### src/rtl/arillabus_pkg.sv
// Shared types, widths and defaults for the ArillaBus two-master arbiter.
// Lane helpers extract one master's slice from the packed per-master buses.
package arillabus_pkg;

    localparam int unsigned NUM_MASTERS     = 2;
    localparam int unsigned ADDR_W          = 32;
    localparam int unsigned DATA_W          = 32;
    localparam int unsigned BE_W            = DATA_W / 8;
    localparam int unsigned WAIT_CYCLES_DEF = 1;
    localparam int unsigned LOCK_MAX_DEF    = 8;

    typedef enum logic [1:0] {
        ST_IDLE   = 2'd0,
        ST_ACCESS = 2'd1,
        ST_DONE   = 2'd2
    } state_e;

    function automatic logic [DATA_W-1:0] lane_data(input logic [NUM_MASTERS*DATA_W-1:0] v,
                                                     input logic idx);
        return idx ? v[2*DATA_W-1:DATA_W] : v[DATA_W-1:0];
    endfunction

    function automatic logic [BE_W-1:0] lane_be(input logic [NUM_MASTERS*BE_W-1:0] v,
                                                 input logic idx);
        return idx ? v[2*BE_W-1:BE_W] : v[BE_W-1:0];
    endfunction

endpackage

### src/rtl/arillabus_rr_pick.sv
// Combinational two-way round-robin pick; a held bus lock narrows the
// candidate set to the current owner only.
module arillabus_rr_pick
    import arillabus_pkg::*;
(
    input  logic [NUM_MASTERS-1:0] req_i,
    input  logic                   ptr_i,
    input  logic                   lock_en_i,
    output logic                   vld_o,
    output logic                   idx_o
);

    logic [NUM_MASTERS-1:0] elig;

    always_comb begin
        elig = req_i;
        if (lock_en_i) begin
            elig = req_i & (2'b01 << ptr_i);
        end
        vld_o = |elig;
        // On a tie the master that did not win last time goes next.
        idx_o = (elig == 2'b11) ? ~ptr_i : elig[1];
    end

endmodule

### src/rtl/arillabus_arbiter.sv
// Two-master ArillaBus arbiter: round-robin with bounded bus locking,
// IDLE -> ACCESS (WAIT_CYCLES+1 cycles) -> DONE, all outputs registered.
module arillabus_arbiter
    import arillabus_pkg::*;
#(
    parameter int unsigned WAIT_CYCLES = WAIT_CYCLES_DEF,
    parameter int unsigned LOCK_MAX    = LOCK_MAX_DEF
) (
    input  logic                          clk,
    input  logic                          rst_p,
    input  logic [NUM_MASTERS-1:0]        req,
    input  logic [NUM_MASTERS-1:0]        wr,
    input  logic [NUM_MASTERS*ADDR_W-1:0] addr,
    input  logic [NUM_MASTERS*DATA_W-1:0] wdata,
    input  logic [NUM_MASTERS*BE_W-1:0]   be,
    input  logic [NUM_MASTERS-1:0]        lock,
    output logic [NUM_MASTERS-1:0]        ack,
    output logic [DATA_W-1:0]             rdata,
    output logic [NUM_MASTERS-1:0]        gnt,
    output logic                          busy,
    output logic                          RD,
    output logic                          WR,
    output logic [ADDR_W-1:0]             ADDR,
    output logic [BE_W-1:0]               ByteEna,
    output logic [DATA_W-1:0]             DATA_O,
    output logic                          DATA_OE,
    input  logic [DATA_W-1:0]             DATA_I
);

    localparam logic [3:0] WAIT_LAST  = 4'(WAIT_CYCLES);
    localparam logic [8:0] LOCK_LIMIT = 9'(LOCK_MAX);

    state_e                 state_q;
    logic [NUM_MASTERS-1:0] ack_q;
    logic [NUM_MASTERS-1:0] gnt_q;
    logic                   busy_q;
    logic                   rd_q;
    logic                   wr_q;
    logic                   oe_q;
    logic [ADDR_W-1:0]      addr_q;
    logic [BE_W-1:0]        be_q;
    logic [DATA_W-1:0]      dout_q;
    logic [DATA_W-1:0]      rdata_q;
    logic [3:0]             wait_q;
    logic                   ptr_q;
    logic                   locked_q;
    logic [7:0]             lock_cnt_q;

    logic                   lock_en;
    logic                   pick_vld;
    logic                   pick_idx;
    logic [8:0]             lock_cnt_d;
    logic                   lock_keep;

    // ptr_q is both the round-robin pointer and the identity of the lock owner.
    assign lock_en    = locked_q & lock[ptr_q];
    assign lock_cnt_d = {1'b0, lock_cnt_q} + 9'd1;
    assign lock_keep  = lock[ptr_q] && (lock_cnt_d < LOCK_LIMIT);

    arillabus_rr_pick u_pick (
        .req_i     (req),
        .ptr_i     (ptr_q),
        .lock_en_i (lock_en),
        .vld_o     (pick_vld),
        .idx_o     (pick_idx)
    );

    always_ff @(posedge clk) begin
        if (rst_p) begin
            state_q    <= ST_IDLE;
            ack_q      <= '0;
            gnt_q      <= '0;
            busy_q     <= 1'b0;
            rd_q       <= 1'b0;
            wr_q       <= 1'b0;
            oe_q       <= 1'b0;
            addr_q     <= '0;
            be_q       <= '0;
            dout_q     <= '0;
            rdata_q    <= '0;
            wait_q     <= '0;
            ptr_q      <= 1'b1;
            locked_q   <= 1'b0;
            lock_cnt_q <= '0;
        end else begin
            ack_q <= '0;
            case (state_q)
                ST_IDLE: begin
                    if (locked_q && !lock[ptr_q]) begin
                        locked_q   <= 1'b0;
                        lock_cnt_q <= '0;
                    end
                    if (pick_vld) begin
                        state_q <= ST_ACCESS;
                        busy_q  <= 1'b1;
                        gnt_q   <= 2'b01 << pick_idx;
                        ptr_q   <= pick_idx;
                        rd_q    <= ~wr[pick_idx];
                        wr_q    <= wr[pick_idx];
                        oe_q    <= wr[pick_idx];
                        addr_q  <= lane_data(addr, pick_idx);
                        dout_q  <= lane_data(wdata, pick_idx);
                        be_q    <= lane_be(be, pick_idx);
                        wait_q  <= '0;
                    end
                end
                ST_ACCESS: begin
                    if (wait_q == WAIT_LAST) begin
                        state_q <= ST_DONE;
                        rd_q    <= 1'b0;
                        wr_q    <= 1'b0;
                        oe_q    <= 1'b0;
                        ack_q   <= gnt_q;
                        if (rd_q) begin
                            rdata_q <= DATA_I;
                        end
                    end else begin
                        wait_q <= wait_q + 4'd1;
                    end
                end
                ST_DONE: begin
                    state_q <= ST_IDLE;
                    busy_q  <= 1'b0;
                    gnt_q   <= '0;
                    if (lock_keep) begin
                        locked_q   <= 1'b1;
                        lock_cnt_q <= lock_cnt_d[7:0];
                    end else begin
                        locked_q   <= 1'b0;
                        lock_cnt_q <= '0;
                    end
                end
                default: begin
                    state_q <= ST_IDLE;
                end
            endcase
        end
    end

    assign ack     = ack_q;
    assign rdata   = rdata_q;
    assign gnt     = gnt_q;
    assign busy    = busy_q;
    assign RD      = rd_q;
    assign WR      = wr_q;
    assign ADDR    = addr_q;
    assign ByteEna = be_q;
    assign DATA_O  = dout_q;
    assign DATA_OE = oe_q;

    a_strobe_excl: assert property (@(posedge clk) !(RD && WR));
    a_ack_onehot:  assert property (@(posedge clk) ack != 2'b11);
    a_ack_after_access: assert property (@(posedge clk) disable iff (rst_p)
        (ack != 2'b00) |-> $past(state_q == ST_ACCESS));

endmodule

### config.mk
export PLATFORM = sky130hd
export DESIGN_NAME = arillabus_arbiter
export DESIGN_NICKNAME = d
export VERILOG_FILES = /design/src/rtl/arillabus_pkg.sv /design/src/rtl/arillabus_rr_pick.sv /design/src/rtl/arillabus_arbiter.sv
export SDC_FILE = /design/constraint.sdc
export NUM_CORES = 1
export LEC_CHECK = 0
export CORE_MARGIN = 2
export CORE_UTILIZATION = 42
export DETAILED_ROUTE_END_ITERATION = 8
export PLACE_DENSITY_LB_ADDON = 0.2
export SYNTH_ARGS = -nofsm -noshare
export SYNTH_HDL_FRONTEND = slang
export SYNTH_HIERARCHICAL = 1
export SYNTH_SLANG_ARGS = --single-unit
### constraint.sdc
create_clock -name clk -period 5.3 [get_ports clk]
set_clock_uncertainty 0.05 [all_clocks]
set_input_delay 1.06 -clock clk [delete_from_list [all_inputs] [get_ports clk]]
set_output_delay 1.06 -clock clk [all_outputs]
set_load 0.1 [all_outputs]
==> impl_metrics.yaml, run 1 <==
placement:
  place_ws_ns: 1.20
  globalplace.congestion: 0.823
  dp_hpwl_mm: 11.2
  io_buffer_count: 283
global_route:
  track_usage: 0.246
  grt_pass1_wl_mm: 24.6
  grt_max_degree: 129
  antenna_found_initial: 0
  grt_overflow_total: 0
  first_global_vias: 4956
worst_setup_path:
  r2r_start: "ptr_q"
  critPathTopFamily: "simple AND/OR/NAND/NOR gates"
  setup.worst_path.class: "input port to flop"
  worst_setup_path_start_kind: "input port"
  critical_path.slowest_cell: "nor3b_4"
  path_buf_inv: 2
  path_depth: 10
  crit_fanout: 128
  crit_path_end: "DATA_O[28]"
  reg2regPathDepth: 9
  critPathRequiredTime_ns: 5.56
  crit_path_start: "lock[1]"
  slowest_delay_ns: 0.57
  worstPathCellList: "clkdlybuf4s50_1 > mux2i_1 > nor2b_1 > nand2b_1 > a21oi_1 > a31oi_1 > nor3b_4 > buf_12 > nor2_1 > a211oi_1"
  worstSetupEndpointType: "flop"
  r2r-end: "DATA_O[28]"
  r2r_slack_ns: 2.13
  critPathArrivalTime_ns: 3.98
timing:
  fin_crit_ns: 3.72
  worstMarginPinSlew_ns: 1.24
  hold_ws_ns: 0.405
  relSlewSlack: 0.174
  setup_viol: 0
  worst_slack_ns: 1.58
  hold_viol: 0
  slew_viol_final: 0
  fmax_ghz: 0.269
  rsz0062_at_grt: "no"
  post-route-period-util: 0.701
  finalSetupTns_ns: 0
synth:
  synth-edff-count: 0
  ys_ff_latch: 123
  synth_cells: 553
  synth.largest_area_cell: "dfxtp_1"
  synth_area_leaders: "dfxtp_1 49%, mux2i_1 14%, a211oi_1 10%"
  synth.distinct_cells: 30
  synthFlopType: "dfxtp_1"
  synth_area_um2: 5060
  yosys_warnings: 6
  syn_avg_cell_area_um2: 9.15
  synthArstFlopShare: 0
  synth.top_cell.area_share: 0.487
  syn_nets: 732
  seq_area_frac_synth: 0.487
cells_and_area:
  syn2layout_area_growth_pct: 68.9
  layout.nets: 990
  utilization: 0.720
  drive_gt1_frac: 0.0473
  num_antenna_cells: 0
power_and_ir_drop:
  peakVddDrop_uv: 267
  intPower_mw: 2.16
  p_sw_mw: 1.16
  power_density_nw_per_um2: 389
  comb_power_share: 0.314
  p_leak_nw: 3.19
  power_frac_clock: 0.371
  seqPwrFrac: 0.315
  switching_share: 0.350
cts:
  clock_path_buffers: 2
  root_buffer: "clkbuf_16"
  cts_resized: 0
  clock-sinks: 123
  cts_setup_buffers: 0
  cts_made_buffers: 17
  clk_pin_slew_ns: 0.05
  cts-htree-levels: 4
  insertion_delay_ns: 0.41
  hold_buffers: 0
  cts_tree: "done"
worst_hold_path:
  min_from: "rdata[26]"
  hold_class: "flop to flop"
route:
  viasPerCell: 5.12
  totalWireLength_mm: 15.7
  post_drt_wl_per_cell_um: 16.2
  drt_iter0_drc: 343
  vias: 4970
  drc_errors: 0
  ant_nets: 0
  first_pass_iters: 4
floorplan:
  fp.coreArea_um2: 11900
  rows: 40
  ioPinCount: 284
  die_x_um: 114
  start_util: 0.426
  die_area_um2: 12900
  fp.dieH_um: 114
run:
  maxCapViolations: 0
outcome:
  status: "finished clean"
-- synth_stat cells (all sizes together), types with 2 or more instances --
| library cell | instances |
|---|---|
| xor2 | 2 |
| nor2 | 75 |
| a211oi | 69 |
| clkbuf | 24 |
| buf | 23 |
| nor3 | 4 |
| and2 | 2 |
| nand3 | 5 |
| nand3b | 2 |
| inv | 3 |
| nand2 | 70 |
| dfxtp | 123 |
| mux2i | 71 |
| nand2b | 4 |
| nor3b | 7 |
| nand4b | 2 |
| a31oi | 4 |
| ha | 3 |
| nor2b | 2 |
| o21ai | 5 |
| a21oi | 44 |
| or3b | 3 |
-- flip-flops by register name, indices dropped and copies added, names as in the netlist --
register,cells
ADDR,32
DATA_O,32
rdata,32
lock_cnt_q,8
ByteEna,4
wait_q,4
ack,2
gnt,2
state_q,2
DATA_OE,1
RD,1
busy,1
locked_q,1
ptr_q,1
-- through the flow --
step | cell area (µm²) | power, mW | std cells
2_1_floorplan | 5060 | 1.79 | 553
3_3_place_gp | 7910 | 2.09 | 939
3_5_place_dp | 7910 | 2.11 | 939
4_1_cts | 8540 | 3.34 | 971
5_1_grt | 8540 | 3.44 | 971
6_report | 8540 | 3.32 | 971
-- metal layers --
| metal | GRT usage | share of wire | up-vias |
|---|---|---|---|
| met5 | 0 | 0 | - |
| met4 | 0.124 | 0.029 | 0 |
| met3 | 0.107 | 0.094 | 33 |
| met2 | 0.425 | 0.51 | 194 |
| met1 | 0.254 | 0.37 | 2272 |
| li1 | - | - | 2471 |
-- worst min-delay path by stage --
stage | endpoint | cells after the start | slack, ns
2_1_floorplan | lock_cnt_q[5] | 1 | 0.41
3_3_place_gp | rdata[4] | 2 | 0.39
3_5_place_dp | rdata[27] | 2 | 0.40
4_1_cts | rdata[27] | 2 | 0.41
5_1_grt | rdata[27] | 2 | 0.42
6_report | rdata[26] | 2 | 0.40
-- area by class of cell --
cell class                      instances  area [µm²]
Clock inverter                          7         135
Inverter                                3        11.3
Timing Repair Buffer                  286        2870
Sequential cell                       123        2460
Clock buffer                           25         495
Multi-Input combinational cell        380        2390
Tap cell                              147         184
Fill cell                             901        3320
-- worst min-delay path, cell delays in order, from the launching register on --
cell and delay (ns):
dfxtp_1 0.30, nand2_1 0.05, a21oi_1 0.05
-- cells by family after synthesis --
| family | after synthesis | share of synthesized area |
|---|---|---|
| AND/OR/NAND/NOR | 181 | 0.160 |
| AO/OA/AOI/OAI | 123 | 0.158 |
| flip-flops | 123 | 0.487 |
| multiplexers | 71 | 0.141 |
| buffers and inverters | 50 | 0.0438 |
| adder cells (fa/ha/maj) | 3 | 0.00742 |
| XOR/XNOR | 2 | 0.00346 |
-- cells in the final DEF (no fill, tap or decap), types with 2 or more instances in the layout --
cell             instances
nand4b_1                 2
bufinv_16                4
a21oi_1                 44
nor2_1                  75
a31oi_1                  4
dfxtp_1                123
inv_1                    3
or3b_2                   3
clkdlybuf4s50_1        282
nand3b_1                 2
o21ai_0                  5
ha_1                     3
clkbuf_1                 4
mux2i_1                 71
nand2b_1                 4
buf_4                    3
nand3_1                  5
xor2_1                   2
nand2_1                 70
nor3_1                   4
clkbuf_8                 4
nor2b_1                  2
nor3b_1                  6
and2_1                   2
clkbuf_16               17
a211oi_1                69
clkinv_2                 3
-- power by group through the flow --
stage / clock network [mW] / registers [mW] / logic, mW
6_report: 1.23 / 1.05 / 1.04
5_1_grt: 1.29 / 1.06 / 1.09
4_1_cts: 1.25 / 1.05 / 1.05
3_5_place_dp: 0 / 1.06 / 1.04
3_3_place_gp: 0 / 1.06 / 1.03
2_1_floorplan: 0 / 1.57 / 0.220
(Power assumes the default switching activity.)
==> run 2, diff against run 1 <==
--- a/config.mk
+++ b/config.mk
@@ -6,7 +6,7 @@
 export NUM_CORES = 1
 export LEC_CHECK = 0
 export CORE_MARGIN = 2
-export CORE_UTILIZATION = 42
+export CORE_UTILIZATION = 35
 export DETAILED_ROUTE_END_ITERATION = 8
 export PLACE_DENSITY_LB_ADDON = 0.2
 export SYNTH_ARGS = -nofsm -noshare
==> constraint.sdc (replaced) <==
create_clock -name clk -period 3 [get_ports clk]
set_clock_uncertainty 0.05 [all_clocks]
set_input_delay 0.6 -clock clk [delete_from_list [all_inputs] [get_ports clk]]
set_output_delay 0.6 -clock clk [all_outputs]
set_load 0.1 [all_outputs]
==> impl_metrics.yaml, run 2 (synthesis results as in run 1) <==
outcome:
  status: "finished clean"
cells_and_area:
  layout.nets: 1001
  num_antenna_cells: 0
  final_common_cell: "clkdlybuf4s50_1"
  syn2layout_area_growth_pct: 67.7
  drive_gt1_frac: 0.193
  final_cell_mix: "174 x clkdlybuf4s50_1, 123 x dfxtp_1, 116 x buf_4"
  fillerInstances: 1187
power_and_ir_drop:
  comb_power_share: 0.312
  power_mw: 5.90
  power_frac_clock: 0.374
  p_leak_nw: 3.45
  switching_share: 0.353
  p_sw_mw: 2.08
  seqPwrFrac: 0.314
  power_density_nw_per_um2: 695
  intPower_mw: 3.81
  peakVddDrop_uv: 405
route:
  drt_iter0_drc: 176
  vias: 4945
  drc_errors: 0
  post_drt_wl_per_cell_um: 15.3
  ant_nets: 0
  first_pass_iters: 5
  totalWireLength_mm: 15.5
  viasPerCell: 4.87
floorplan:
  die_x_um: 124
  die_area_um2: 15400
  rows: 43
  fp.dieH_um: 124
  fp.coreArea_um2: 14000
  ioPinCount: 284
  start_util: 0.362
global_route:
  antenna_found_initial: 1
  track_usage: 0.200
  grt_pass1_wl_mm: 24.9
  first_global_vias: 5065
  grt_max_degree: 76
  grt_overflow_total: 0
worst_setup_path:
  path_depth: 12
  critPathArrivalTime_ns: 2.76
  path_buf_inv: 4
  worstSetupEndpointType: "flop"
  r2r-end: "DATA_O[29]"
  critPathTopFamily: "buffers and inverters"
  worst_setup_path_start_kind: "input port"
  critical_path.slowest_cell: "clkdlybuf4s50_1"
  crit_path_end: "DATA_O[29]"
  slowest_delay_ns: 0.39
  setup.worst_path.class: "input port to flop"
  crit_fanout: 32
  critPathRequiredTime_ns: 3.26
  crit_path_start: "lock[1]"
  cpMostUsedCell: "buf_12"
  r2r_slack_ns: 0.60
  r2r_start: "ptr_q"
  worstPathCellList: "clkdlybuf4s50_1 > mux2i_1 > nor2b_1 > nand2b_1 > a21oi_1 > a31oi_1 > buf_4 > nor3b_4 > buf_12 > buf_12 > nor2_1 > a211oi_1"
  reg2regPathDepth: 11
timing:
  hold_viol: 0
  slew_viol_final: 0
  fin_crit_ns: 2.50
  worstMarginPinSlew_ns: 0.788
  fmax_ghz: 0.400
  finalSetupTns_ns: 0
  relSlewSlack: 0.474
  post-route-period-util: 0.833
  rsz0062_at_grt: "no"
  setup_viol: 0
cts:
  clock_path_buffers: 2
  clk_pin_slew_ns: 0.05
  cts-htree-levels: 4
  cts_setup_buffers: 0
  root_buffer: "clkbuf_16"
  cts_resized: 0
  insertion_delay_ns: 0.41
  clock-sinks: 123
  cts_tree: "done"
  hold_buffers: 0
  cts_made_buffers: 17
run:
  maxCapViolations: 0
placement:
  globalplace.congestion: 0.788
  io_buffer_count: 283
  dp_hpwl_mm: 11.9
worst_hold_path:
  hold_class: "flop to flop"
run 2: worst min path at each step:
stage	start	to	cells after the start	slack, ns
after global routing	rdata[17]	rdata[17]	2	0.42
after detailed placement	rdata[17]	rdata[17]	2	0.40
final	rdata[17]	rdata[17]	2	0.40
after global placement	rdata[30]	rdata[30]	2	0.39
after CTS	rdata[17]	rdata[17]	2	0.40
after floorplan	lock_cnt_q[5]	lock_cnt_q[5]	1	0.41
run 2: layer usage:
layer | global-route usage | routed length (µm) | up-vias
met5 | 0 | 16 | -
met4 | 0.0793 | 369 | 2
met3 | 0.0805 | 1420 | 28
met2 | 0.361 | 7890 | 205
li1 | - | - | 2489
met1 | 0.206 | 5800 | 2221
run 2: layout make-up:
| cell class | count | area (µm²) | share of cell area |
|---|---|---|---|
| Inverter | 3 | 11.3 | 0.00133 |
| Sequential cell | 123 | 2460 | 0.290 |
| Multi-Input combinational cell | 380 | 2390 | 0.282 |
| Timing Repair Buffer | 297 | 2750 | 0.325 |
| Tap cell | 180 | 225 | 0.0266 |
| Clock buffer | 19 | 443 | 0.0522 |
| Clock inverter | 13 | 198 | 0.0233 |
run 2: power groups by stage:
stage	clock [mW]	combinational [mW]	sequential, mW
floorplan	0	0.389	2.76
global placement	0	1.83	1.88
detailed placement	0	1.85	1.89
CTS	2.24	1.85	1.85
global route	2.32	1.92	1.87
finish	2.20	1.84	1.85
run 2: through the flow:
step / utilization / worst slack, ns / instances / hold WS [ns] / instance area (µm²)
6_report: 0.606 / 0.501 / 1015 / 0.404 / 8480
5_1_grt: 0.606 / 0.293 / 1015 / 0.424 / 8480
4_1_cts: 0.606 / 0.475 / 1015 / 0.405 / 8480
3_5_place_dp: 0.560 / 0.0801 / 983 / 0.397 / 7840
3_3_place_gp: 0.560 / 0.143 / 983 / 0.394 / 7840
2_1_floorplan: - / 0.505 / 553 / 0.408 / 5060
run 2: worst min-delay path, delay by kind of cell, from the launching register on:
kind / cells / cell delay, ns
AO/OA/AOI/OAI: 1 / 0.05
flip-flops: 1 / 0.30
AND/OR/NAND/NOR: 1 / 0.05
==> run 3, diff against run 2 <==
--- a/config.mk
+++ b/config.mk
@@ -6,7 +6,7 @@
 export NUM_CORES = 1
 export LEC_CHECK = 0
 export CORE_MARGIN = 2
-export CORE_UTILIZATION = 35
+export CORE_UTILIZATION = 39
 export DETAILED_ROUTE_END_ITERATION = 8
 export PLACE_DENSITY_LB_ADDON = 0.2
 export SYNTH_ARGS = -nofsm -noshare
==> constraint.sdc (replaced) <==
create_clock -name clk -period 2.4 [get_ports clk]
set_clock_uncertainty 0.05 [all_clocks]
set_input_delay 0.48 -clock clk [delete_from_list [all_inputs] [get_ports clk]]
set_output_delay 0.48 -clock clk [all_outputs]
set_load 0.1 [all_outputs]
==> impl_metrics.yaml, run 3 (synthesis results as in run 1) <==
worst_setup_path:
  setup.worst_path.class: "input port to flop"
  crit_fanout: 12
  critPathArrivalTime_ns: 2.51
  critPathRequiredTime_ns: 2.66
  worst_setup_path_start_kind: "input port"
  worstSetupEndpointType: "flop"
cells_and_area:
  utilization: 0.691
  syn2layout_area_growth_pct: 72.5
  final_common_cell: "clkdlybuf4s50_1"
  fillerInstances: 995
  drive_gt1_frac: 0.214
  finish.instance_area_um2: 8720
  layout.nets: 1016
  final_cell_mix: "174 x clkdlybuf4s50_1, 126 x buf_4, 123 x dfxtp_1"
floorplan:
  ioPinCount: 284
  rows: 41
  fp.coreArea_um2: 12600
  die_x_um: 118
  start_util: 0.401
  fp.dieH_um: 118
  die_area_um2: 13900
global_route:
  track_usage: 0.224
  grt_max_degree: 47
  grt_pass1_wl_mm: 24.9
  first_global_vias: 5062
  grt_overflow_total: 0
  antenna_found_initial: 1
cts:
  cts_tree: "done"
  clk_pin_slew_ns: 0.06
  cts_made_buffers: 17
  hold_buffers: 0
  insertion_delay_ns: 0.41
  clock-sinks: 123
  root_buffer: "clkbuf_16"
  cts-htree-levels: 4
  clock_path_buffers: 2
timing:
  hold_viol: 0
  slew_viol_final: 0
  finalSetupTns_ns: 0
  setup_viol: 0
  post-route-period-util: 0.937
  rsz0062_at_grt: "yes"
  worst_slack_ns: 0.150
  fmax_ghz: 0.444
  relSlewSlack: 0.638
  fin_crit_ns: 2.25
  worstMarginPinSlew_ns: 0.542
route:
  vias: 5008
  post_drt_wl_per_cell_um: 15.5
  ant_nets: 0
  drc_errors: 0
  drt_iter0_drc: 169
  totalWireLength_mm: 15.9
  first_pass_iters: 4
  viasPerCell: 4.90
placement:
  io_buffer_count: 283
  dp_hpwl_mm: 11.9
  place_area_um2: 7960
  place_ws_ns: -0.266
  globalplace.congestion: 0.798
worst_hold_path:
  hold_class: "flop to flop"
power_and_ir_drop:
  peakVddDrop_uv: 539
  power_density_nw_per_um2: 874
  p_leak_nw: 3.56
run:
  maxCapViolations: 0
outcome:
  status: "finished clean"
-- run 3: changes by cell type in the layout (fill, tap and decap cells not counted), sizes merged --
cell | before | now
buf | 123 | 137
inv | 3 | 4
clkinv | 5 | 4
bufinv | 5 | 6
diode | 0 | 1
-- run 3: timing repair --
action | 4_1_cts | 5_1_grt
endpoints found under the setup margin | 0 | 20
gates resized for setup | 0 | 6
buffers inserted | 0 | 3
-- run 3: where the power goes --
| part | switching [mW] | internal [mW] |
|---|---|---|
| clock | 0.950 | 1.98 |
| sequential | 0.109 | 2.21 |
| combinational | 1.62 | 0.756 |
-- run 3: layer usage --
layer,up-vias,global-route usage,wire (µm),share of wire
met5,-,0,0,0
met4,0,0.0791,380,0.024
met3,28,0.0887,1290,0.082
met2,178,0.407,8130,0.51
met1,2280,0.232,6050,0.38
li1,2522,-,-,-
-- run 3: worst paths after layout --
| check | cells after the start | to | slack, ns | startpoint |
|---|---|---|---|---|
| hold / removal | 2 | rdata[2] | 0.41 | rdata[2] |
| hold reg to reg | 2 | rdata[2] | 0.41 | rdata[2] |
| setup reg to reg | 11 | ByteEna[1] | 0.21 | ptr_q |
| setup / recovery | 12 | ByteEna[1] | 0.15 | lock[0] |
-- run 3: layout make-up --
class	count	area (µm²)	area share
Clock inverter	14	243	0.0278
Clock buffer	18	439	0.0503
Sequential cell	123	2460	0.282
Tap cell	172	215	0.0247
Antenna cell	1	2.50	0.000287
Inverter	3	11.3	0.00129
Timing Repair Buffer	312	2940	0.337
Multi-Input combinational cell	380	2410	0.276
-- run 3: critical path, stage by stage --
cell and delay, ns:
clkdlybuf4s50_1 0.42, mux2i_2 0.19, nor2b_1 0.09, nand2b_1 0.09
a21oi_1 0.07, a31oi_1 0.14, buf_4 0.15, nor3b_4 0.24
buf_12 0.18, buf_4 0.18, nor2_1 0.06, a211oi_1 0.22
-- run 3: stage by stage --
step / std cells / hold slack [ns] / total power [mW]
floorplan: 553 / 0.408 / 3.94
global placement: 986 / 0.393 / 4.67
detailed placement: 986 / 0.400 / 4.70
CTS: 1018 / 0.407 / 7.63
global route: 1023 / 0.433 / 7.87
finish: 1023 / 0.407 / 7.62
